[src/rtl/spi_master_multi.sv]
`default_nettype none
// ==========================================================================
// spi_master_multi : SPI master, runtime CPOL/CPHA, NUM_CS chip selects
// Rev 1.0
// ==========================================================================
module spi_master_multi #(
  parameter int DATA_W  = 8,
  parameter int CLK_DIV = 4,
  parameter int NUM_CS  = 2
) (
  input  logic              clk,
  input  logic              reset,
  input  logic              i_start,
  input  logic              i_cpol,
  input  logic              i_cpha,
  input  logic [2:0]        i_cs_sel,
  input  logic [DATA_W-1:0] i_din,
  output logic [DATA_W-1:0] o_dout,
  output logic              o_busy,
  output logic              o_done,
  output logic              o_err,
  output logic              o_sclk,
  output logic              o_mosi,
  input  logic              i_miso,
  output logic [NUM_CS-1:0] o_cs_n
);

  localparam int c_DIV_W  = $clog2(CLK_DIV + 1);
  localparam int c_EDGES  = 2 * DATA_W;
  localparam int c_EDGE_W = $clog2(c_EDGES + 1);

  typedef enum logic [1:0] {
    S_IDLE  = 2'd0,
    S_LEAD  = 2'd1,
    S_XFER  = 2'd2,
    S_TRAIL = 2'd3
  } state_t;

  state_t              r_state;
  state_t              w_state_nxt;
  logic [c_DIV_W-1:0]  r_div_cnt;
  logic [c_EDGE_W-1:0] r_edge_cnt;
  logic [DATA_W-1:0]   r_tx;
  logic [DATA_W-1:0]   r_rx;
  logic [DATA_W-1:0]   r_dout;
  logic [2:0]          r_cs_sel;
  logic                r_cpol;
  logic                r_cpha;
  logic                r_sclk;
  logic                r_mosi;
  logic                r_done;
  logic                r_err;
  logic                w_div_wrap;
  logic                w_accept;
  logic                w_reject;
  logic                w_edge;
  logic                w_finish;
  logic                w_leading;
  logic                w_sample;
  logic                w_shift;

  assign w_div_wrap = (r_div_cnt == c_DIV_W'(CLK_DIV - 1));
  // Edge numbers start at 1, so an even count of completed edges means the
  // next edge is a leading one.
  assign w_leading  = ~r_edge_cnt[0];
  assign w_sample   = w_edge & (w_leading ^ r_cpha);
  assign w_shift    = w_edge & ~(w_leading ^ r_cpha);

  always_ff @(posedge clk) begin
    if (!reset) begin
      r_state <= S_IDLE;
    end else begin
      r_state <= w_state_nxt;
    end
  end

  always_comb begin
    w_state_nxt = r_state;
    w_accept    = 1'b0;
    w_reject    = 1'b0;
    w_edge      = 1'b0;
    w_finish    = 1'b0;
    case (r_state)
      S_IDLE: begin
        if (i_start) begin
          if (32'(i_cs_sel) < 32'(NUM_CS)) begin
            w_accept    = 1'b1;
            w_state_nxt = S_LEAD;
          end else begin
            w_reject = 1'b1;
          end
        end
      end
      S_LEAD: begin
        if (w_div_wrap) begin
          w_edge      = 1'b1;
          w_state_nxt = S_XFER;
        end
      end
      S_XFER: begin
        if (w_div_wrap) begin
          if (r_edge_cnt == c_EDGE_W'(c_EDGES)) begin
            w_state_nxt = S_TRAIL;
          end else begin
            w_edge = 1'b1;
          end
        end
      end
      S_TRAIL: begin
        if (w_div_wrap) begin
          w_finish    = 1'b1;
          w_state_nxt = S_IDLE;
        end
      end
      default: w_state_nxt = S_IDLE;
    endcase
  end

  always_ff @(posedge clk) begin
    if (!reset) begin
      r_div_cnt  <= '0;
      r_edge_cnt <= '0;
      r_tx       <= '0;
      r_rx       <= '0;
      r_dout     <= '0;
      r_cs_sel   <= '0;
      r_cpol     <= 1'b0;
      r_cpha     <= 1'b0;
      r_sclk     <= 1'b0;
      r_mosi     <= 1'b0;
      r_done     <= 1'b0;
      r_err      <= 1'b0;
    end else begin
      r_done <= w_finish;
      r_err  <= w_reject;
      if (w_accept) begin
        r_cpol     <= i_cpol;
        r_cpha     <= i_cpha;
        r_cs_sel   <= i_cs_sel;
        r_sclk     <= i_cpol;
        r_div_cnt  <= '0;
        r_edge_cnt <= '0;
        r_rx       <= '0;
        // With CPHA=0 the MSB must already be on the line before the first edge.
        if (i_cpha) begin
          r_tx   <= i_din;
          r_mosi <= 1'b0;
        end else begin
          r_tx   <= i_din << 1;
          r_mosi <= i_din[DATA_W-1];
        end
      end else if (r_state != S_IDLE) begin
        r_div_cnt <= w_div_wrap ? '0 : r_div_cnt + 1'b1;
        if (w_edge) begin
          r_sclk     <= ~r_sclk;
          r_edge_cnt <= r_edge_cnt + 1'b1;
        end
        if (w_sample) begin
          r_rx <= {r_rx[DATA_W-2:0], i_miso};
        end
        if (w_shift) begin
          r_mosi <= r_tx[DATA_W-1];
          r_tx   <= {r_tx[DATA_W-2:0], 1'b0};
        end
        if (w_finish) begin
          r_dout <= r_rx;
        end
      end
    end
  end

  generate
    for (genvar gi = 0; gi < NUM_CS; gi++) begin : g_cs
      assign o_cs_n[gi] = ~((r_state != S_IDLE) && (r_cs_sel == 3'(gi)));
    end
  endgenerate

  assign o_busy = (r_state != S_IDLE);
  assign o_done = r_done;
  assign o_err  = r_err;
  assign o_sclk = r_sclk;
  assign o_mosi = r_mosi;
  assign o_dout = r_dout;

endmodule
`default_nettype wire

[config.mk]
export PLATFORM = sky130hd
export DESIGN_NAME = spi_master_multi
export DESIGN_NICKNAME = d
export VERILOG_FILES = /design/src/rtl/spi_master_multi.sv
export SDC_FILE = /design/constraint.sdc
export NUM_CORES = 1
export LEC_CHECK = 0
export ABC_CLOCK_PERIOD_IN_PS = 2700
export CAP_MARGIN = 20
export CORE_MARGIN = 8
export CORE_UTILIZATION = 41
export CTS_CLUSTER_DIAMETER = 120
export DETAILED_ROUTE_END_ITERATION = 10
export GPL_TIMING_DRIVEN = 0
export PLACE_DENSITY = 0.68
export SETUP_SLACK_MARGIN = 0.5
export SLEW_MARGIN = 5
export SYNTH_ARGS = -nofsm -noshare
export SYNTH_HDL_FRONTEND = slang
export SYNTH_SLANG_ARGS = --single-unit
[constraint.sdc]
create_clock -name clk -period 2.7 [get_ports clk]
set_clock_uncertainty 0.1 [all_clocks]
set_input_delay 0.675 -clock clk [delete_from_list [all_inputs] [get_ports clk]]
set_output_delay 0.675 -clock clk [all_outputs]
set_load 0.03 [all_outputs]
==> impl_results.md, run 1 <==
- CP Data Required Time: 1.92 ns
- Core Region: 4661 µm²
- Pre-CTS WS: ~0.068 ns
- Pleak: 1.064 nW
- Clock Latency Late Sink: 0.29 ns
- RSZ-0062 raised after global routing: yes
- Routability Congestion: 0.7388
- Final #Nets: 269
- Vias: around 1.5k
- Number of library cell types mapped by synthesis: 38
- Uppermost layer routed: met4
- Setup-failing EPs final: 0
- Routed length on met3: 167 µm
- DRT met1 WL: 2042 µm
- CTS clock-pin slew for the worst setup and hold paths: 0.08 ns
- Type of destination of the critical path: primary output
- Initial DRC count: 91
- Yosys top cell area share: 0.4297
- Post-DP Area: 2315 µm²
- Hold_sp: r_div_cnt[2]
- Cell area after layout: 2491 µm²
- # IOs: 32
- Vias in the first global route: 1507
- Die extent in x: approximately 85 µm
- Syn Inst Count: 204
- IO Port Bufs: 29
- Worst Tran Pin Value: 0.5341 ns
- Most frequent cells after synthesis: 42 x dfxtp_1, 31 x mux2i_1, 29 x nor2_1, 20 x nand2_1
- WS Path Type: flop to primary output
- Slowest stage cell, crit path: dfxtp_2
- DRC violations left: 0
- Critical path arrival: ~1.4 ns
- Setup ws final: 0.5443 ns
- Ys flop type: dfxtp_1
- Max-cap violations: 0
- Crit. Startpoint: r_state[0]
- Largest net degree at the start of global routing: 15
- Top cell type by total area after synthesis: dfxtp_1
- CP peak stage delay: 0.34 ns
- Max Slew Vio Count: 0
- Starting Density: 0.4199
- Most common cell in the netlist: dfxtp_1
- Initial antenna violation count: 0
- All-Layer GR Usage: 0.1202
- Final ANT Viol Nets: 0
- FMAX: 463.9 MHz
- Fin crit share: 0.7984
- Grt ovf: 0
- Drt via density: 5.127
- Root Driver: clkbuf_8
- VDD IR max: 0.3751 mV
- Post-synth EDFFs: 0
- Final Critical Period: 2.156 ns
- Met2 WL: about 1900 µm
- Synth Cell Area: approximately 2000 µm²
- Syn Nets: 228
- Mapped Avg Cell Area: 9.593 µm²
- Register bit total from synthesis: 42
- Layout cells sized above 1: 0.1585
- Worst min path class: flop to flop
- Pwr dens: 604.6 nW/µm²
- Final Hold Viols: 0
- Avg WL per Cell: 13.73 µm
- Most used cell, CP: buf_6
- CTS buffer count: 5
- TritonCTS clock tree: built
- Area grow syn2layout: 27.30%
- Num rows: 25
- First-pass GRT wire length: 7079 µm
- Die Ht: 85.09 µm
- Router iterations before antenna repair: 4
- Synth area leaders: dfxtp_1 43%, mux2i_1 16%, nor2_1 5.6%, ha_1 4.5%, nand2_1 3.8%
- Status: finished clean
- Final WL: 4118 µm
- Synth Warn #: 0
- Full die area: 7239 µm²
- Max FO, Critical Path: 7
- HPWL Detailed: 2944 µm
- Slew margin rel.: 0.6440
- Worst flop-to-flop path startpoint: r_state[0]
- CP Cell Sequence: inv_2 -> ha_4 -> buf_6 -> nor3_4 -> nand2b_1 -> buf_6
- Total power: 1.506 mW
- ANT cells: 0
- CTS Sinks: 42
- Sum Neg Setup Slack: 0 ns
- Critical Path Start Type: flop
- FFs w/ async S/R, synth: 0
- Clock Path Buffers: 2
- CTS H-tree lvls: 2
- Post-synthesis sequential area ratio: 0.4297
[layer usage]
| layer | vias up | track usage |
|---|---|---|
| met3 | 4 | 0.03089 |
| met1 | 717 | 0.1513 |
| met2 | 25 | 0.1875 |
| met5 | - | 0 |
| met4 | 0 | 0.05340 |
| li1 | 792 | - |
[timing repair]
| item | CTS | global route |
|---|---|---|
| cloned | 0 | 0 |
| buffers inserted | 2 | 3 |
| endpoints found under the setup margin | 14 | 21 |
| pin swaps | 2 | 3 |
| gates resized for setup | 25 | 12 |
| hold buffers | 0 | 0 |
[layout by cell type (no fill, tap or decap), drive strengths merged, types with 2 or more instances in the layout]
master	n
inv	7
nor3	2
nand2b	2
and2	4
o211ai	7
ha	7
a21o	2
nor2b	4
xor2	4
buf	13
clkbuf	10
nor2	29
clkinv	2
a21oi	5
xnor2	2
and3	5
a211oi	3
nand2	20
mux2i	31
o2111ai	2
dfxtp	42
clkdlybuf4s50	25
nand4	2
[critical path: cells and delay by family (launching register included)]
kind | cells | cell delay, ns
buffers and inverters | 3 | 0.32
DFF | 1 | 0.34
and+or+nand+nor | 2 | 0.27
adders and majority gates | 1 | 0.16
[sequential cells by signal (all words and copies together), names as in the netlist]
signal	count
o_done	1
o_dout	8
o_err	1
o_mosi	1
o_sclk	1
r_cpha	1
r_cs_sel	3
r_div_cnt	3
r_edge_cnt	5
r_rx	8
r_state	2
r_tx	8
[cell families after synthesis]
group,share of synthesized area
and+or+nand+nor,0.1950
DFF,0.4297
muxes,0.1643
adders and majority gates,0.04475
AOI/OAI and AO/OA,0.1036
xor gates and xnor gates,0.02685
buffers and inverters,0.03581
[worst paths after layout]
| check | depth (start not counted) | endpoint | slack, ns |
|---|---|---|---|
| max | 6 | o_cs_n[0] | 0.54 |
| min | 2 | r_div_cnt[2] | 0.36 |
| max reg2reg | 6 | r_state[1] | 0.62 |
| min reg2reg | 2 | r_div_cnt[2] | 0.36 |
[cell type report]
class / count / area [µm²]
timing repair buffer: 34 / 324.1
sequential: 42 / 843.3
fill: 440 / 2170
buffer: 10 / 53.80
clock inverter: 3 / 21.27
inverter: 7 / 26.28
tap: 54 / 67.56
clock buffer: 5 / 68.82
multi-input combinational: 145 / 1086
[power by group]
part | internal (mW) | total, mW | switching (mW)
logic | 0.206 | 0.435 | 0.230
clock network | 0.182 | 0.404 | 0.223
registers | 0.649 | 0.666 | 0.0176
total | 1.04 | 1.51 | 0.470
[through the flow]
stage | instances | util | hold slack, ns
after floorplan | 204 | - | 0.3266
after detailed placement | 287 | 0.4966 | 0.3447
final | 300 | 0.5345 | 0.3575
after global placement | 287 | 0.4966 | 0.3441
after CTS | 297 | 0.5211 | 0.3579
after global routing | 300 | 0.5345 | 0.3839
No activity file was read; power rests on OpenSTA's default activity.
==> inputs of run 2 (changes only) <==
--- a/config.mk
+++ b/config.mk
@@ -5,14 +5,14 @@
 export SDC_FILE = /design/constraint.sdc
 export NUM_CORES = 1
 export LEC_CHECK = 0
-export ABC_CLOCK_PERIOD_IN_PS = 2700
+export ABC_CLOCK_PERIOD_IN_PS = 1860
 export CAP_MARGIN = 20
 export CORE_MARGIN = 8
 export CORE_UTILIZATION = 41
 export CTS_CLUSTER_DIAMETER = 120
 export DETAILED_ROUTE_END_ITERATION = 10
 export GPL_TIMING_DRIVEN = 0
-export PLACE_DENSITY = 0.68
+export PLACE_DENSITY = 0.7
 export SETUP_SLACK_MARGIN = 0.5
 export SLEW_MARGIN = 5
 export SYNTH_ARGS = -nofsm -noshare
==> constraint.sdc (replaced) <==
create_clock -name clk -period 1.86 [get_ports clk]
set_clock_uncertainty 0.1 [all_clocks]
set_input_delay 0.465 -clock clk [delete_from_list [all_inputs] [get_ports clk]]
set_output_delay 0.465 -clock clk [all_outputs]
set_load 0.03 [all_outputs]
==> impl_results.md, run 2 (synthesis gave the netlist of run 1 again) <==
- Status: complete, but fails checks
- Violated checks: setup timing
- Max FO, Critical Path: 2
- # IOs: 32
- VDD IR max: 0.7051 mV
- Pleak: 1.285 nW
- Final Critical Period: 2.028 ns
- Pwr dens: 887.4 nW/µm²
- Router iterations before antenna repair: 4
- Layout cells sized above 1: 0.4265
- FMAX: a little under 500 MHz
- Area grow syn2layout: 53.39%
- Power Internal: 1.813 mW
- Final Hold Viols: 0
- Fillers: approximately 370
- CTS Sinks: 42
- Largest net degree at the start of global routing: 15
- IO Port Bufs: 29
- Clock power frac: 0.226
- Slew margin rel.: 0.5955
- Drt via density: between 5 and 6
- Type of destination of the critical path: primary output
- Final ANT Viol Nets: 0
- Slowest stage cell, crit path: dfxtp_2
- Vias in the first global route: 1656
- Final WL: around 4900 µm
- Fin crit share: 1.090
- First-pass GRT wire length: 7810 µm
- CTS H-tree lvls: 2
- All-Layer GR Usage: 0.1357
- Core Region: 4661 µm²
- WS Path Type: flop to primary output
- Worst Tran Pin Value: 0.6068 ns
- Net load switching power: roughly 850 µW
- Die Ht: 85.09 µm
- Die extent in x: ~85 µm
- Sum Neg Setup Slack: -1.513 ns
- RSZ-0062 raised after global routing: yes
- Avg WL per Cell: 14.89 µm
- Comb power frac: 0.407
- Most used cell, CP: buf_6
- CP peak stage delay: 0.36 ns
- Clock Path Buffers: 2
- DRC violations left: 0
- TritonCTS clock tree: built
- Routability Congestion: 0.7740
- Setup-failing EPs final: 21
- Root Driver: clkbuf_8
- CTS clock-pin slew for the worst setup and hold paths: about 0.08 ns
- Commonest non-fill, non-tap cells in the layout: 31 x mux2i_1, 29 x dfxtp_1, 27 x buf_6
- Setup ws final: -0.1677 ns
- Hold Buf Count CTS: 0
- ANT cells: 0
- Area of the multi-input gates: 1246 µm²
- Worst min path class: flop to flop
- Leading cell type in the layout, fill and taps excluded: mux2i_1
- Grt ovf: 0
- Core utilization of the finished layout: 0.6440
- Max Slew Vio Count: 0
- Initial DRC count: 40
- Num rows: 25
- Register share of total power: 0.367
- Clock Latency Late Sink: roughly 0.30 ns
- CP Cell Sequence: inv_2 -> ha_4 -> buf_6 -> nor3_4 -> buf_6 -> nand2b_4 -> buf_6
- HPWL Detailed: 3009 µm
- CP Data Required Time: 1.29 ns
- Pre-CTS WS: -0.5137 ns
- Critical Path Start Type: flop
- Register area: roughly 860 µm²
- Vias: 1649
- Initial antenna violation count: 0
- Full die area: 7239 µm²
- Max-cap violations: 0
- CTS buffer count: 5
- Starting Density: 0.4199
- Critical path arrival: 1.46 ns
- Net Sw Frac: 0.3195
- Final #Nets: 295
[run 2: metrics by stage]
step | std cells | area (µm²) | total power, mW | hold WS [ns]
after floorplan | 204 | 2044 | 1.435 | 0.3266
after global placement | 287 | 2402 | 1.588 | 0.3450
after detailed placement | 287 | 2402 | 1.594 | 0.3481
after CTS | 319 | 2840 | 2.492 | 0.3671
after global routing | 326 | 3002 | 2.795 | 0.3805
final | 326 | 3002 | 2.664 | 0.3637
[run 2: power by group through the flow]
| stage | combinational, mW | sequential [mW] | clock [mW] |
|---|---|---|---|
| 4_1_cts | 0.908 | 0.974 | 0.609 |
| 5_1_grt | 1.15 | 0.983 | 0.657 |
| 3_5_place_dp | 0.594 | 1.00 | 0 |
| 6_report | 1.08 | 0.977 | 0.602 |
| 2_1_floorplan | 0.429 | 1.01 | 0 |
| 3_3_place_gp | 0.589 | 1.00 | 0 |
[run 2: layout make-up]
class,count,area share
inverter,7,0.01084
sequential,42,0.2864
clock inverter,3,0.007086
multi-input combinational,145,0.4152
buffer,10,0.03043
timing repair buffer,60,0.2047
tap,54,0.02251
clock buffer,5,0.02293
[run 2: timing repair]
item	CTS	global route
endpoints found under the setup margin	55	54
gates resized for setup	137	30
buffers inserted	24	7
pin swaps	16	11
[run 2: critical path, delay by kind of cell (launching register included)]
family	cells	cell delay [ns]
and+or+nand+nor	2	0.20
adders and majority gates	1	0.15
buffers and inverters	4	0.43
DFF	1	0.36
[run 2: metal layers]
metal | up-vias | share of wire | track usage
li1 | 842 | - | -
met1 | 781 | 0.46 | 0.1587
met2 | 18 | 0.49 | 0.2230
met3 | 8 | 0.027 | 0.03089
met4 | 0 | 0.022 | 0.07605
met5 | - | 0 | 0
[run 2: path summary, 6_finish.rpt]
check | endpoint | from | slack, ns | cells after the start
setup reg to reg | r_state[1] | r_state[0] | -0.15 | 8
hold reg to reg | r_tx[5] | r_tx[5] | 0.36 | 2
hold / removal | r_tx[5] | r_tx[5] | 0.36 | 2
setup / recovery | o_cs_n[0] | r_state[1] | -0.17 | 7
==> inputs of run 3 (changes only) <==
--- a/config.mk
+++ b/config.mk
@@ -12,7 +12,7 @@
 export CTS_CLUSTER_DIAMETER = 120
 export DETAILED_ROUTE_END_ITERATION = 10
 export GPL_TIMING_DRIVEN = 0
-export PLACE_DENSITY = 0.7
+export PLACE_DENSITY = 0.66
 export SETUP_SLACK_MARGIN = 0.5
 export SLEW_MARGIN = 5
 export SYNTH_ARGS = -nofsm -noshare
==> impl_results.md, run 3 (synthesis gave the netlist of run 1 again) <==
- Violated checks: setup timing
- CTS H-tree lvls: 2
- Pwr dens: between 800 and 900 nW/µm²
- Max-cap violations: 0
- FMAX: 483.3 MHz
- Avg WL per Cell: 15.49 µm
- Commonest non-fill, non-tap cells in the layout: 30 x mux2i_1, 30 x dfxtp_1, 27 x buf_6
- Layout cells sized above 1: 0.4234
- Initial antenna violation count: 0
- CTS clock-pin slew for the worst setup and hold paths: 0.08 ns
- Worst Tran Pin Value: 0.5523 ns
- Grt ovf: 0
- IO Port Bufs: 29
- # IOs: 32
- Area grow syn2layout: 56.39%
- Final WL: between 5000 and 6000 µm
- Router iterations before antenna repair: 4
- Final ANT Viol Nets: 0
- CTS buffer count: 5
- TritonCTS clock tree: built
- Vias in the first global route: 1693
- Type of destination of the critical path: flop
- Dpl cells: ~290
- Starting Density: 0.4199
- Status: complete, but fails checks
- Final Hold Viols: 0
- Root Driver: clkbuf_8
- Final Non-Filler Cells: ~330
- CP Data Required Time: approximately 1.9 ns
- Critical Path Start Type: flop
- Clock Latency Late Sink: roughly 0.29 ns
- Routability Congestion: 0.7768
- First-pass GRT wire length: 8128 µm
- Pleak: 1.307 nW
- Num rows: 25
- HPWL Detailed: 3021 µm
- CTS Sinks: between 40 and 50
- Pre-CTS WS: -0.5021 ns
- Die Ht: 85.09 µm
- R2r setup slk: -0.21 ns
- Max FO, Critical Path: 3
- Fillers: 381
- WS Path Type: flop to flop
- Setup-failing EPs final: 22
- Final Hold Slack: 0.3641 ns
- Clock Path Buffers: 2
- VDD IR max: 0.4298 mV
- Final #Nets: 297
- Drt via density: 5.134
- Core utilization of the finished layout: 0.6566
- Setup ws final: -0.2092 ns
- Largest net degree at the start of global routing: 13
- Worst min path class: flop to flop
- Core Region: about 4700 µm²
- ANT cells: 0
- Die extent in x: 85.09 µm
- Fin crit share: 1.112
- Critical path arrival: roughly 2.1 ns
- Max Slew Vio Count: 0
- Vias: roughly 1.7k
- Hold Buf Count CTS: 0
- RSZ-0062 raised after global routing: yes
- All-Layer GR Usage: 0.1391
- DRC violations left: 0
- Slew margin rel.: 0.6318
- Final Critical Period: about 2.1 ns
- Initial DRC count: 60
- Total power: 2.731 mW
- Full die area: 7239 µm²
==> run 3: cell types whose count changed in the layout (fill, tap and decap cells not counted), sizes merged <==
cell	before	now
clkinv	2	1
clkbuf	9	13
dlygate4sd2	2	1
clkinvlp	2	1
clkdlybuf4s50	12	13
==> run 3: path summary, 6_finish.rpt <==
check	from	end	cells after the start
max	r_state[0]	r_state[1]	7
min	r_tx[6]	r_tx[6]	2
max reg2reg	r_state[0]	r_state[1]	7
min reg2reg	r_tx[6]	r_tx[6]	2
==> run 3: layout make-up <==
cell class	count	area [µm²]	share of cell area
Sequential cell	42	858.3	0.2805
Buffer	10	95.09	0.03107
Clock buffer	7	86.33	0.02821
Timing Repair Buffer	62	630.6	0.2061
Inverter	7	35.03	0.01145
Multi-Input combinational cell	145	1282	0.4191
Tap cell	54	67.56	0.02208
Clock inverter	1	5.005	0.001635
==> run 3: routing by layer <==
| layer | vias to the layer above | global-route usage | wire, µm |
|---|---|---|---|
| li1 | 848 | - | - |
| met1 | 809 | 0.1641 | 2230 |
| met2 | 21 | 0.2337 | 2614 |
| met3 | 6 | 0.02896 | 143 |
| met4 | 0 | 0.06634 | 91 |
| met5 | - | 0 | 0 |
==> run 3: timing repair <==
| item | 4_1_cts | 5_1_grt |
|---|---|---|
| buffers inserted | 23 | 8 |
| resized for setup | 140 | 30 |
| cloned | 2 | 0 |
| setup endpoints to repair | 55 | 53 |
| pin swaps | 22 | 21 |
==> run 3: report_power, final <==
group / total [mW] / leakage (nW) / internal (mW) / switching [mW]
registers: 0.979 / 0.345 / 0.944 / 0.0350
clock network: 0.606 / 0.0482 / 0.300 / 0.306
logic: 1.15 / 0.914 / 0.636 / 0.509
==> run 3: through the flow <==
stage / setup TNS (ns) / cell area [µm²]
6_report: -1.105 / 3060
5_1_grt: -2.973 / 3060
4_1_cts: -0.8434 / 2877
3_5_place_dp: -8.821 / 2402
3_3_place_gp: -8.331 / 2402
2_1_floorplan: 0 / 2044
==> run 3: critical path, cell delays in order, from the launching register on <==
cell and delay [ns]:
dfxtp_4 0.36, buf_4 0.15, ha_4 0.17, or3_4 0.39, a222oi_1 0.34, buf_4 0.20, mux2i_1 0.18, nor2_1 0.05
